### config.mk
export PLATFORM = sky130hd
export DESIGN_NAME = chan_fifo_writer
export DESIGN_NICKNAME = d
export VERILOG_FILES = /design/src/rtl/chan_fifo_writer.sv
export SDC_FILE = /design/constraint.sdc
export NUM_CORES = 1
export LEC_CHECK = 0
export BUFFER_PORTS_ARGS = -buffer_cell sky130_fd_sc_hd__buf_2
export CORE_MARGIN = 1
export CORE_UTILIZATION = 56
export CTS_CLUSTER_SIZE = 14
export DETAILED_ROUTE_END_ITERATION = 10
export PLACE_DENSITY = 0.82
export RECOVER_POWER = 25
export SYNTH_ARGS = -nofsm -noshare
export SYNTH_HDL_FRONTEND = slang
export SYNTH_SLANG_ARGS = --single-unit
### constraint.sdc
create_clock -name rx_clock -period 2 [get_ports rx_clock]
set_input_delay 0.2 -clock rx_clock [delete_from_list [all_inputs] [get_ports rx_clock]]
set_output_delay 0.2 -clock rx_clock [all_outputs]
set_load 0.01 [all_outputs]
### src/rtl/chan_fifo_writer.sv
// Channel packetizer: packs I/Q samples into two ping-pong RAM slots, then
// writes the timestamp and header words and hands the slot to the consumer.
module chan_fifo_writer #(
  parameter int         PKT_SAMPLES = 126,
  parameter logic [4:0] CHANNEL     = 5'd0
) (
  input  logic        rx_clock,
  input  logic        reset,
  input  logic        enable,
  input  logic        rx_strobe,
  input  logic [15:0] rx_i,
  input  logic [15:0] rx_q,
  input  logic [31:0] adc_time,
  input  logic [1:0]  slot_free,
  output logic [7:0]  ram_wraddr,
  output logic [31:0] ram_data,
  output logic        ram_wren,
  output logic        pkt_ready,
  output logic        pkt_slot,
  output logic        overrun,
  output logic [15:0] debug
);
  typedef enum logic [2:0] {
    IDLE = 3'd0, FILL = 3'd1, WR_TS = 3'd2, WR_HDR = 3'd3, COMMIT = 3'd4
  } state_t;

  localparam logic [6:0] LAST = 7'(PKT_SAMPLES);

  state_t      state_q;
  logic        cur_q, ovr_q, eob_q, sob_q, pkt_sob_q, pend_q;
  logic [1:0]  busy_q, busy_d;
  logic [6:0]  cnt_q;
  logic [31:0] ts_q, pend_smp_q, pend_ts_q;
  logic [7:0]  wraddr_q;
  logic [31:0] wdata_q;
  logic        wren_q, rdy_q, slot_q, ovf_q;
  logic [15:0] debug_q;

  logic        live, go, accept, park;
  logic [31:0] go_smp, go_ts, hdr;

  always_comb begin
    live   = rx_strobe && enable;
    // IDLE treats a parked strobe exactly like a live one
    go     = pend_q || live;
    go_smp = pend_q ? pend_smp_q : {rx_q, rx_i};
    go_ts  = pend_q ? pend_ts_q : adc_time;
    accept = (state_q == IDLE) && go && !busy_q[cur_q];
    park   = live && (state_q == WR_TS || state_q == WR_HDR || state_q == COMMIT);
    busy_d = busy_q & ~slot_free;
    if (accept) busy_d[cur_q] = 1'b1;
    hdr    = {3'b000, pkt_sob_q, eob_q, ovr_q, 5'd0, CHANNEL, 7'd0, cnt_q, 2'b00};
  end

  always_ff @(posedge rx_clock) begin
    if (reset) begin
      state_q    <= IDLE;
      cur_q      <= 1'b0;
      busy_q     <= 2'b00;
      cnt_q      <= 7'd0;
      ovr_q      <= 1'b0;
      eob_q      <= 1'b0;
      sob_q      <= 1'b1;
      pkt_sob_q  <= 1'b0;
      pend_q     <= 1'b0;
      ts_q       <= 32'd0;
      pend_smp_q <= 32'd0;
      pend_ts_q  <= 32'd0;
      wraddr_q   <= 8'd0;
      wdata_q    <= 32'd0;
      wren_q     <= 1'b0;
      rdy_q      <= 1'b0;
      slot_q     <= 1'b0;
      ovf_q      <= 1'b0;
      debug_q    <= 16'd0;
    end else begin
      wren_q  <= 1'b0;
      rdy_q   <= 1'b0;
      busy_q  <= busy_d;
      debug_q <= {state_q, busy_q, cur_q, cnt_q, enable, rx_strobe, wren_q};
      if (park) begin
        pend_q     <= 1'b1;
        pend_smp_q <= {rx_q, rx_i};
        pend_ts_q  <= adc_time;
      end
      case (state_q)
        IDLE: begin
          pend_q <= 1'b0;
          if (accept) begin
            wren_q    <= 1'b1;
            wraddr_q  <= {cur_q, 7'd2};
            wdata_q   <= go_smp;
            ts_q      <= go_ts;
            cnt_q     <= 7'd1;
            pkt_sob_q <= sob_q;
            sob_q     <= 1'b0;
            state_q   <= (LAST == 7'd1) ? WR_TS : FILL;
          end else if (go) begin
            ovr_q <= 1'b1;
            ovf_q <= 1'b1;
          end
        end
        FILL: begin
          if (live) begin
            wren_q   <= 1'b1;
            wraddr_q <= {cur_q, 7'(cnt_q + 7'd2)};
            wdata_q  <= {rx_q, rx_i};
            cnt_q    <= cnt_q + 7'd1;
            if (cnt_q + 7'd1 == LAST) state_q <= WR_TS;
          end else if (!enable && !rx_strobe) begin
            eob_q   <= 1'b1;
            state_q <= WR_TS;
          end
        end
        WR_TS: begin
          wren_q   <= 1'b1;
          wraddr_q <= {cur_q, 7'd1};
          wdata_q  <= ts_q;
          state_q  <= WR_HDR;
        end
        WR_HDR: begin
          wren_q   <= 1'b1;
          wraddr_q <= {cur_q, 7'd0};
          wdata_q  <= hdr;
          state_q  <= COMMIT;
        end
        COMMIT: begin
          rdy_q   <= 1'b1;
          slot_q  <= cur_q;
          cur_q   <= ~cur_q;
          ovr_q   <= 1'b0;
          eob_q   <= 1'b0;
          ovf_q   <= 1'b0;
          cnt_q   <= 7'd0;
          state_q <= IDLE;
        end
        default: state_q <= IDLE;
      endcase
      // any cycle with enable low re-arms start-of-burst for the next packet
      if (!enable) sob_q <= 1'b1;
    end
  end

  assign ram_wraddr = wraddr_q;
  assign ram_data   = wdata_q;
  assign ram_wren   = wren_q;
  assign pkt_ready  = rdy_q;
  assign pkt_slot   = slot_q;
  assign overrun    = ovf_q;
  assign debug      = debug_q;
endmodule

=== Word-level counts from Yosys, hierarchy flattened ===
Cells that the tools add are included.

* Flip-flop bits (word level): 173
* Bits in latches: 0
* Bits in writable memories: 0
* Bits in read-only memories: 0
* Bits of input ports: 70
* Output and inout port bits: 60
* Memories kept: 0

* Add/subtract/negate cells: 2
* Multipliers: 0
* Divide/modulo/power cells: 0
* Magnitude comparators: 2
* Equality and inequality tests: 13
* Shift operators: 0
* Multiplexer cells: 31
* Bitwise gates (word level): 5
* Reductions and logical operators: 26

{| class="wikitable"
|+ Operators with widths
! operator !! number
|-
| two-way mux 32 bit || 4
|-
| one-hot mux 32 bit (4 select lines) || 1
|-
| one-hot mux 8 bit (4 select lines) || 1
|-
| one-hot mux 7 bit (3 select lines) || 1
|-
| two-way mux 8 bit || 2
|-
| AND reduction 3 bit || 5
|-
| two-way mux 7 bit || 2
|-
| two-way mux 3 bit || 4
|-
| inequality test 2 bit (second input constant) || 6
|-
| one-hot mux 3 bit (4 select lines) || 1
|-
| two-way mux 1 bit || 10
|-
| adder 7 x 1 -> 7 bit (second input constant) || 1
|-
| adder 7 x 2 -> 7 bit (second input constant) || 1
|-
| equality test 7 bit (second input constant) || 1
|-
| equality test 3 x 2 -> 1 bit (second input constant) || 2
|-
| logical AND 1 bit || 6
|-
| inequality test 3 bit (second input constant) || 2
|-
| OR reduction 2 bit || 3
|-
| one-hot mux 1 bit (2 select lines) || 2
|-
| nonzero test 2 bit || 2
|-
| nonzero test 4 bit || 1
|-
| equality test 3 x 1 -> 1 bit (second input constant) || 1
|-
| equality test 3 bit (second input constant) || 1
|-
| zero test 1 bit || 3
|-
| other kinds (13) || 16
|}

=== Depth between registers and ports, before layout ===
Gate-level depths: netlist of the first run.

* Word-level depth: 6
* Gate-level depth with buffers: 8

=== Worst setup path after synthesis of the first run ===
Ideal clock, no wire load.

* Path type: register -> register
* Start: reg cur_q
* End: reg cnt_q[0]
* Arrival time: 1.647 ns
* Required time: 1.926 ns
* Slack: 0.279 ns
* Cell stages (with the launch flop): 6
* Path buffers: 1
* Cell sequence: dfxtp_1 > buf_6 > mux2_4 > a221o_1 > or4_1 > o21ai_0

* Longest elaborated chain between the ends: 6

{| class="wikitable"
|+ RTL lines
! element !! RTL line !! RTL
|-
| from (decl) || 30 || <nowiki>logic cur_q, ovr_q, eob_q, sob_q, pkt_sob_q, pend_q;</nowiki>
|-
| from (signal assigned) || 130 || <nowiki>cur_q <= ~cur_q;</nowiki>
|-
| two-way mux 1 bit (implied by the code) (2 in a row) || 48 || <nowiki>accept = (state_q == IDLE) && go && !busy_q[cur_q];</nowiki>
|-
| zero test 1 bit || 48 ||
|-
| logical AND 1 bit || 48 ||
|-
| inequality test 2 bit (no source line) || -- ||
|-
| AND reduction 3 bit (no source line) || -- ||
|-
| to (signal assigned) || 108 || <nowiki>cnt_q <= cnt_q + 7'd1;</nowiki>
|-
| to (decl) || 32 || <nowiki>logic [6:0] cnt_q;</nowiki>
|}

Every way passes these cells. The select of a mux whose other input is x is not followed.
A chain may end at the register's enable or synchronous reset.

=== Worst setup path in the final report of the first run ===
* Start: reg cur_q
* End: reg wdata_q[28], in the netlist ram_data[28]

* Longest elaborated chain between the ends: 6

{| class="wikitable"
|+ RTL lines
! element !! RTL line !! RTL
|-
| two-way mux 1 bit (implied by the code) (2 in a row) || 48 ||
|-
| zero test 1 bit || 48 ||
|-
| logical AND 1 bit || 48 ||
|-
| inequality test 2 bit (no source line) || -- ||
|-
| AND reduction 3 bit (no source line) || -- ||
|-
| to (signal assigned) || 92 || <nowiki>wdata_q <= go_smp;</nowiki>
|-
| to (signal assigned) || 107 || <nowiki>wdata_q <= {rx_q, rx_i};</nowiki>
|-
| to (signal assigned) || 118 || <nowiki>wdata_q <= ts_q;</nowiki>
|-
| to (decl) || 35 || <nowiki>logic [31:0] wdata_q;</nowiki>
|}

Every way passes these cells. The select of a mux whose other input is x is not followed.

==> impl_metrics.tcl, run 1 <==
set metrics [dict create \
    synth_seq_cells 173 \
    hp-class "primary input to flip-flop" \
    power_mw 8.49 \
    synth_cells 870 \
    worstPathRequired_ns 2.32 \
    routed.top_layer "met4" \
    ys_top_cells_by_area "dfxtp_1, mux2i_1, nand2_1" \
    slew_violations 75 \
    crit_start "cur_q" \
    fmax_mhz 547 \
    die_h_um 119 \
    status "finished, violations left" \
    ys_async_sr_fraction 0 \
    powerDensity_mw_per_mm2 937 \
    drt-total-wl_um 19400 \
    worst_setup_path_start_kind "flip-flop" \
    path_delay_family "compound AO/OA/AOI/OAI gates" \
    reg2reg_setup_slack_ns 0.17 \
    dieArea_mm2 0.0141 \
    slowest_stage "mux2_4" \
    tightestPinTransition_ns 1.61 \
    finalSetupViolCount 0 \
    areaGrowthSynthToFinish_pct 19.1 \
    syn_area_per_cell_um2 8.74 \
    fin_cells 1157 \
    post-place-cells 1123 \
    drt-wirelength-per-cell_um 16.8 \
    fin_crit_sh 0.914 \
    route.met2.wl_um 8580 \
    arrival_ns 2.15 \
    overflow 0 \
    htreeDepth 4 \
    reg2reg_from "cur_q" \
    tritoncts "yes" \
    relSlewSlack -0.0712 \
    postCtsHoldBufs 0 \
    vdd_drop_max_mv 0.513 \
    grt_max_degree 76 \
    min_from "adc_time[9]" \
    grt_pass1_wl_um 31100 \
    max_cap_violations 1 \
    timing.setup.tns_ns 0 \
    hold_path_end "pend_ts_q[9]" \
    clock_latency_ns 0.43 \
    cp_num_buf_inv 1 \
    cp-end-kind "flip-flop" \
    place_area_mm2 0.00849 \
    yosysSeqAreaShare 0.455 \
    dpl.hpwl_um 12600 \
    grtUsageTotal 0.280 \
    path_clk_slew_ns 0.06 \
    start_util 0.574 \
    fill_cells 1106 \
    fin_crit_ns 1.83 \
    drt_iter0_markers 625 \
    vias 6750 \
    r2r_end "ram_data[28]" \
    hold_depth 3 \
    power.leakage_nw 3.21 \
    cts_max_path_buffers 2 \
    io_pins 130 \
    clk_root_buffer_cell "clkbuf_16" \
    wl_met3_um 1460 \
    cts_resized 0 \
    vias_per_cell 5.83 \
    m1WireLength_um 8970 \
    nNetsFinal 1041 \
    die-width_um 119 \
    synth_top_area_frac 0.455 \
    rsz0062_at_grt "no" \
    drive_gt1_frac 0.205 \
    fin_area_mm2 0.00905 \
    skew_ns 0.00877 \
    synth.most_common_cell "dfxtp_1" \
    antenna_found_initial 2 \
    cts.sinks 173 \
    hold_slack_ns 0.0198 \
    placement_rows 42 \
    cp_max_fo 20 \
    synth_edf_count 0 \
    synth-main-ff-cell "dfxtp_1" \
    portBuffers 129 \
    crit_chain "mux2_4 -> o32ai_4 -> buf_4 -> o221ai_1 -> a21oi_1" \
    gp_congestion 0.891 \
    syn_area_mm2 0.00760 \
    syn-num-nets 945 \
    cts_setup_buffers 0 \
    critical_path_class "flip-flop to flip-flop" \
    numCtsBuffers 17 \
    first_pass_iters 5 \
    hold_viol 0 \
    postRouteAntennaNets 0 \
    violations "capacitance limit, slew limit" \
    synth_warnings 0 \
    drc_errors 0 \
    reg2reg_depth 5 \
    yosys.area.top_type "dfxtp_1" \
    grt_pass1_vias 6085 \
    core_mm2 0.0132 \
    cp_slowest_stage_delay_ns 0.36 \
    synth.top_cells.by_count "dfxtp_1, nand2_1, a21oi_1" \
    synthDistinctLibCells 52 \
]
-- cell usage in the layout, fill, tap and decap left out, types with 3 or more instances in the layout --
| cell type | instances |
|---|---|
| dfxtp_1 | 170 |
| nand2_1 | 143 |
| buf_2 | 86 |
| a21oi_1 | 83 |
| nor2_1 | 80 |
| mux2i_1 | 67 |
| clkbuf_1 | 42 |
| a211oi_1 | 40 |
| nor3_1 | 29 |
| a22oi_1 | 29 |
| o221a_2 | 22 |
| buf_4 | 19 |
| clkbuf_16 | 18 |
| nor2b_1 | 12 |
| mux2_2 | 12 |
| nand3_1 | 11 |
| o21ai_0 | 10 |
| buf_12 | 10 |
| o22a_1 | 8 |
| inv_1 | 7 |
| nand2b_1 | 6 |
| xnor2_1 | 5 |
| ha_1 | 5 |
| clkinv_2 | 5 |
| or2_2 | 3 |
| a2bb2oi_1 | 3 |
| o221ai_1 | 3 |
| a31oi_1 | 3 |
| bufinv_16 | 3 |
-- state kept, by name, summed over array words and instances (netlist names), 2 cells and up --
signal,count
ram_wraddr,8
ram_data,32
ts_q,32
pend_smp_q,32
state_q,3
debug,16
busy_q,2
pend_ts_q,32
cnt_q,7
-- power by group --
part / internal, mW / switching, mW
Combinational: 0.532 / 0.729
Sequential: 3.66 / 0.159
Clock: 2.04 / 1.37
-- worst register-to-register path: cells and delay by family (launching register included) --
family          cells  cell delay, ns
compound gates      3            0.70
buf+inv             1            0.32
flops               1            0.35
mux                 1            0.36
-- kinds of logic (layout without fill, tap and decap cells) --
| logic type | after synthesis | count (layout) | synth area share |
|---|---|---|---|
| XOR/XNOR | 6 | 6 | 0.00691 |
| AND/OR/NAND/NOR | 301 | 301 | 0.171 |
| AO/OA/AOI/OAI | 216 | 216 | 0.199 |
| other | 0 | 2 | 0 |
| multiplexers | 80 | 80 | 0.108 |
| flip-flops | 173 | 173 | 0.455 |
| adder cells (fa/ha/maj) | 5 | 5 | 0.00823 |
| buffers and inverters | 89 | 198 | 0.0513 |
-- stage by stage --
step                      setup slack [ns]   util
after floorplan                      0.279      -
after global placement               0.183  0.641
after detailed placement             0.164  0.641
after CTS                            0.127  0.688
after global routing                0.0323  0.684
final                                0.172  0.684
-- worst max-delay path by stage --
stage	cells after the start	slack [ns]	endpoint
CTS	4	0.13	cnt_q[3]
global route	5	0.03	ts_q[15]
detailed placement	5	0.16	ram_data[7]
floorplan	5	0.28	cnt_q[0]
finish	5	0.17	ram_data[28]
global placement	4	0.18	cnt_q[3]
-- area by class of cell --
| type | count | area (um^2) | area share |
|---|---|---|---|
| multi-input cells | 608 | 3780 | 0.417 |
| flip-flops and latches | 173 | 3470 | 0.383 |
| repair buffers | 159 | 941 | 0.104 |
| clock buffers | 18 | 450 | 0.0497 |
| well taps | 176 | 220 | 0.0243 |
| clock inverters | 14 | 165 | 0.0182 |
| inverters | 7 | 26.3 | 0.00290 |
| diodes | 2 | 5.00 | 0.000553 |
-- layer usage --
layer	track usage	vias up
met3	0.0541	41
li1	-	3261
met4	0.105	0
met1	0.407	3176
met5	0	-
met2	0.407	272
Note: power is estimated with default switching activity, not from simulation.
==> inputs of run 2 (changes only) <==
--- a/config.mk
+++ b/config.mk
@@ -8,9 +8,10 @@
 export BUFFER_PORTS_ARGS = -buffer_cell sky130_fd_sc_hd__buf_2
 export CORE_MARGIN = 1
 export CORE_UTILIZATION = 56
+export CTS_BUF_LIST = sky130_fd_sc_hd__clkbuf_16
 export CTS_CLUSTER_SIZE = 14
 export DETAILED_ROUTE_END_ITERATION = 10
-export PLACE_DENSITY = 0.82
+export PLACE_DENSITY_LB_ADDON = 0.2
 export RECOVER_POWER = 25
 export SYNTH_ARGS = -nofsm -noshare
 export SYNTH_HDL_FRONTEND = slang
==> run 2 against run 1 <==
  * Non-clock buffer count rose by 12
  * Clock skew decreased by 0.0044 ns
  * Critical endpoint is now ram_data[0]
  * Clock power rose by 2%
  * Register-to-register slack got worse by 0.05 ns
  * Count of clock-buffer cells in the layout down 1
  * The run now ends clean
  * Hold slack worse by 0.0092 ns
  * Cell area up 0.99%
  * Largest cell class unchanged
  * Critical path depth increased by 1
  * Via count shrank 1.9%
==> impl_metrics.tcl, run 2 (synthesis gave the netlist of run 1 again) <==
set metrics [dict create \
    cts.sinks 173 \
    hold_slack_ns 0.0106 \
    power_mw 8.55 \
    critical_path_class "flip-flop to flip-flop" \
    post-place-ws_ns 0.126 \
    grt_pass1_wl_um 30400 \
    grt_max_degree 70 \
    r2r_end "ram_data[0]" \
    reg2reg_setup_slack_ns 0.12 \
    nNetsFinal 1053 \
    htreeDepth 4 \
    cp-end-kind "flip-flop" \
    status "complete, no violations" \
    first_pass_iters 6 \
    antenna_found_initial 0 \
    postLayoutCoreUtil 0.691 \
    clock_latency_ns 0.43 \
    mostFrequentLayoutCells "dfxtp_1, nand2_1, buf_2" \
    finalSetupViolCount 0 \
    timing.setup.tns_ns 0 \
    relSlewSlack 0.363 \
    postRouteAntennaNets 0 \
    slew_violations 0 \
    place_area_mm2 0.00853 \
    reg2reg_from "state_q[1]" \
    powerDensity_mw_per_mm2 935 \
    dieArea_mm2 0.0141 \
    hp-class "primary input to flip-flop" \
    drive_gt1_frac 0.205 \
    fin_area_mm2 0.00915 \
    gp_congestion 0.895 \
    hold_path_end "pend_ts_q[17]" \
    fin_crit_sh 0.938 \
    worst_setup_path_start_kind "flip-flop" \
    drt_iter0_markers 685 \
    drt-total-wl_um 19000 \
    grt_pass1_vias 5928 \
    rsz0062_at_grt "no" \
    arrival_ns 2.22 \
    fin_cells 1167 \
    overflow 0 \
    fin_crit_ns 1.88 \
    numCtsBuffers 17 \
    drc_errors 0 \
    max_cap_violations 0 \
    core_mm2 0.0132 \
    tightestPinTransition_ns 0.956 \
    vias 6625 \
    hold_depth 3 \
    cp_max_fo 14 \
    post-place-cells 1130 \
    die-width_um 119 \
    clk_root_buffer_cell "clkbuf_16" \
    skew_ns 0.00438 \
    tritoncts "yes" \
    io_pins 130 \
    final_common_cell "dfxtp_1" \
    setup_slack_ns 0.124 \
    vdd_drop_max_mv 0.589 \
    min_from "adc_time[17]" \
    placement_rows 42 \
    cts_max_path_buffers 2 \
    grtUsageTotal 0.272 \
    start_util 0.574 \
    hold_viol 0 \
    cts_setup_buffers 0 \
    vias_per_cell 5.68 \
    areaGrowthSynthToFinish_pct 20.3 \
    drt-wirelength-per-cell_um 16.2 \
    antenna_cells 0 \
    path_clk_slew_ns 0.06 \
    dpl.hpwl_um 12300 \
    reg2reg_depth 6 \
    die_h_um 119 \
    worstPathRequired_ns 2.34 \
    power.leakage_nw 3.24 \
    portBuffers 129 \
    fmax_mhz 533 \
]
-- run 2: worst max-delay path by stage --
| stage | start | cells after the start | slack (ns) | endpoint |
|---|---|---|---|---|
| floorplan | cur_q | 5 | 0.28 | cnt_q[0] |
| global placement | state_q[1] | 5 | 0.19 | pkt_sob_q |
| detailed placement | state_q[1] | 5 | 0.13 | ts_q[16] |
| CTS | state_q[1] | 5 | 0.08 | ts_q[16] |
| global route | state_q[1] | 6 | 0.01 | ram_wraddr[0] |
| finish | state_q[1] | 6 | 0.12 | ram_data[0] |
-- run 2: worst max-delay path, cell delays in order (launching register included) --
cell and delay (ns):
dfxtp_1 0.59, buf_4 0.22, nor2b_2 0.16, buf_4 0.23, a22oi_1 0.11, o221a_2 0.28
nor3_1 0.20
-- run 2: report_power, final --
part	internal (mW)	switching (mW)	leakage (nW)
logic	0.549	0.731	1.54
registers	3.65	0.143	1.41
clock network	2.08	1.39	0.289
-- run 2: cell type report --
cell class / instances / area [um^2]
timing repair buffer: 171 / 1020
sequential: 173 / 3470
clock inverter: 15 / 198
multi-input combinational: 608 / 3780
inverter: 7 / 26.3
tap: 176 / 220
fill: 1089 / 4100
clock buffer: 17 / 425
-- run 2: per-layer routing --
metal | track usage | share of wire
met1 | 0.392 | 0.48
met2 | 0.401 | 0.44
met3 | 0.0473 | 0.060
met4 | 0.108 | 0.020
met5 | 0 | 0
-- run 2: timing repair --
action / in CTS / in global routing
hold buffers: 5 / 0
endpoints found under the setup margin: 0 / 17
endpoints found under the hold margin: 5 / 0
resized for setup: 0 / 2
==> inputs of run 3 (changes only) <==
--- a/config.mk
+++ b/config.mk
@@ -5,6 +5,7 @@
 export SDC_FILE = /design/constraint.sdc
 export NUM_CORES = 1
 export LEC_CHECK = 0
+export ABC_AREA = 1
 export BUFFER_PORTS_ARGS = -buffer_cell sky130_fd_sc_hd__buf_2
 export CORE_MARGIN = 1
 export CORE_UTILIZATION = 56
==> run 3 against run 2 <==
  * Global-route usage rose by 0.58 points
  * Final cell count up 9.6%
  * Routed wire length decreased by 0.35%
  * Critical path depth up 1
  * Hold slack improved by 0.0015 ns
  * Core utilization decreased by 1.9 points
  * Sequential power about the same
  * Critical endpoint is now ram_data[6]
  * Non-clock buffer count is 27 lower
  * Power down 4.4%
  * Synthesized cell count grew 16%
  * Highest routed layer unchanged
  * Synthesized area fell by 1.7%
==> impl_metrics.tcl, run 3 <==
set metrics [dict create \
    hold_slack_ns 0.0121 \
    cts.sinks 173 \
    start_util 0.583 \
    p_int_mw 5.97 \
    combPwrFrac 0.131 \
    path_clk_slew_ns 0.06 \
    syn_area_per_cell_um2 7.43 \
    vdd_drop_max_mv 0.533 \
    drt-wirelength-per-cell_um 14.8 \
    pwr-share-seq 0.462 \
    synth_warnings 0 \
    hp-class "primary input to flip-flop" \
    synth_cells 1005 \
    die-width_um 118 \
    htreeDepth 4 \
    dpl.hpwl_um 12200 \
    power.leakage_nw 3.68 \
    core_mm2 0.0128 \
    postLayoutCoreUtil 0.672 \
    nNetsFinal 1169 \
    areaGrowthSynthToFinish_pct 15.3 \
    worst_setup_path_start_kind "flip-flop" \
    finalSetupViolCount 0 \
    timing.setup.tns_ns 0 \
    portBuffers 129 \
    cp_max_fo 11 \
    vias 6968 \
    final_common_cell "a21oi_1" \
    mostFrequentLayoutCells "a21oi_1, dfxtp_1, o21ai_0" \
    arrival_ns 2.05 \
    cts_max_path_buffers 2 \
    skew_ns 0.00853 \
    synthDistinctLibCells 28 \
    clock_latency_ns 0.43 \
    cts_setup_buffers 0 \
    die_h_um 118 \
    power.switching_mw 2.20 \
    synth_seq_cells 173 \
    slew_violations 0 \
    grt_pass1_wl_um 30700 \
    clkPwrFrac 0.407 \
    fmax_mhz 590 \
    place_area_mm2 0.00806 \
    fin_area_mm2 0.00861 \
    yosys.area.top_type "dfxtp_1" \
    grtUsageTotal 0.278 \
    cp-end-kind "flip-flop" \
    vias_per_cell 5.45 \
    fin_crit_sh 0.848 \
    antenna_cells 0 \
    syn-num-nets 1080 \
    numCtsBuffers 17 \
    clk_root_buffer_cell "clkbuf_16" \
    drt-total-wl_um 18900 \
    status "complete, no violations" \
    drt_iter0_markers 695 \
    max_cap_violations 0 \
    tightestPinTransition_ns 0.860 \
    grt_max_degree 131 \
    critical_path_class "flip-flop to flip-flop" \
    ys_top_cells_by_area "dfxtp_1, a21oi_1, o21ai_0" \
    synth_top_area_frac 0.463 \
    gp_congestion 0.858 \
    io_pins 130 \
    antenna_found_initial 0 \
    relSlewSlack 0.427 \
    synth.most_common_cell "a21oi_1" \
    first_pass_iters 5 \
    tritoncts "yes" \
    drive_gt1_frac 0.148 \
    power_mw 8.17 \
    placement_rows 41 \
    hold_viol 0 \
    yosysSeqAreaShare 0.463 \
    ys_async_sr_fraction 0 \
    dieArea_mm2 0.0138 \
    postRouteAntennaNets 0 \
    rsz0062_at_grt "no" \
    powerDensity_mw_per_mm2 949 \
    synth_edf_count 0 \
    drc_errors 0 \
    worstPathRequired_ns 2.35 \
    synth-main-ff-cell "dfxtp_1" \
    p_sw_frac 0.269 \
    grt_pass1_vias 6110 \
    syn_area_mm2 0.00747 \
    fin_crit_ns 1.70 \
    synth.top_cells.by_count "a21oi_1, dfxtp_1, o21ai_0" \
    overflow 0 \
]
## run 3: cells by family after synthesis
logic type | share of synthesized area
compound gates | 0.282
fa+ha+maj | 0.00837
buf+inv | 0.111
flops | 0.463
simple gates | 0.135
## run 3: through the flow
stage                     instances  setup slack, ns
after detailed placement       1246            0.376
after global placement         1246            0.394
final                          1279            0.304
after global routing           1279            0.135
after floorplan                1005            0.627
after CTS                      1279            0.356
## run 3: area by class of cell
type | instances | area (um^2)
clock buffer | 17 | 425
inverter | 100 | 380
sequential | 173 | 3470
multi-input combinational | 658 | 3180
tap | 172 | 215
clock inverter | 15 | 171
fill | 1159 | 4210
timing repair buffer | 144 | 771
## run 3: layer usage
layer | wire length (um) | part of all wire | vias up | global-route usage
met5 | 0 | 0 | - | 0
met4 | 475 | 0.025 | 0 | 0.109
met3 | 1200 | 0.063 | 39 | 0.0610
met2 | 8090 | 0.43 | 240 | 0.404
met1 | 9130 | 0.48 | 3167 | 0.398
li1 | - | - | 3522 | -
## run 3: path summary, 6_finish.rpt
check | startpoint | end | slack, ns | depth (start not counted)
setup reg to reg | state_q[2] | ram_data[6] | 0.30 | 7
hold / removal | rx_strobe | debug[1] | 0.01 | 3
hold reg to reg | ram_wren | debug[0] | 0.42 | 2
setup / recovery | state_q[2] | ram_data[6] | 0.30 | 7
## run 3: timing repair
action                                  CTS  global route
hold buffers                              1             0
gates resized for setup                   0             0
endpoints found under the setup margin    0             0
hold endpoints to repair                  1             0
## run 3: worst max-delay path, stage by stage (launching register included)
cell,delay (ns)
dfxtp_1,0.32
inv_2,0.15
nand3_1,0.32
o21ai_0,0.51
a21oi_1,0.08
nand3_1,0.08
o21ai_0,0.07
nor2_1,0.08
## run 3: power groups by stage
stage | clock, mW | combinational [mW] | sequential, mW
4_1_cts | 3.37 | 1.08 | 3.77
2_1_floorplan | 0 | 0.679 | 3.87
3_5_place_dp | 0 | 1.06 | 3.84
6_report | 3.33 | 1.07 | 3.77
3_3_place_gp | 0 | 1.05 | 3.84
5_1_grt | 3.52 | 1.19 | 3.79
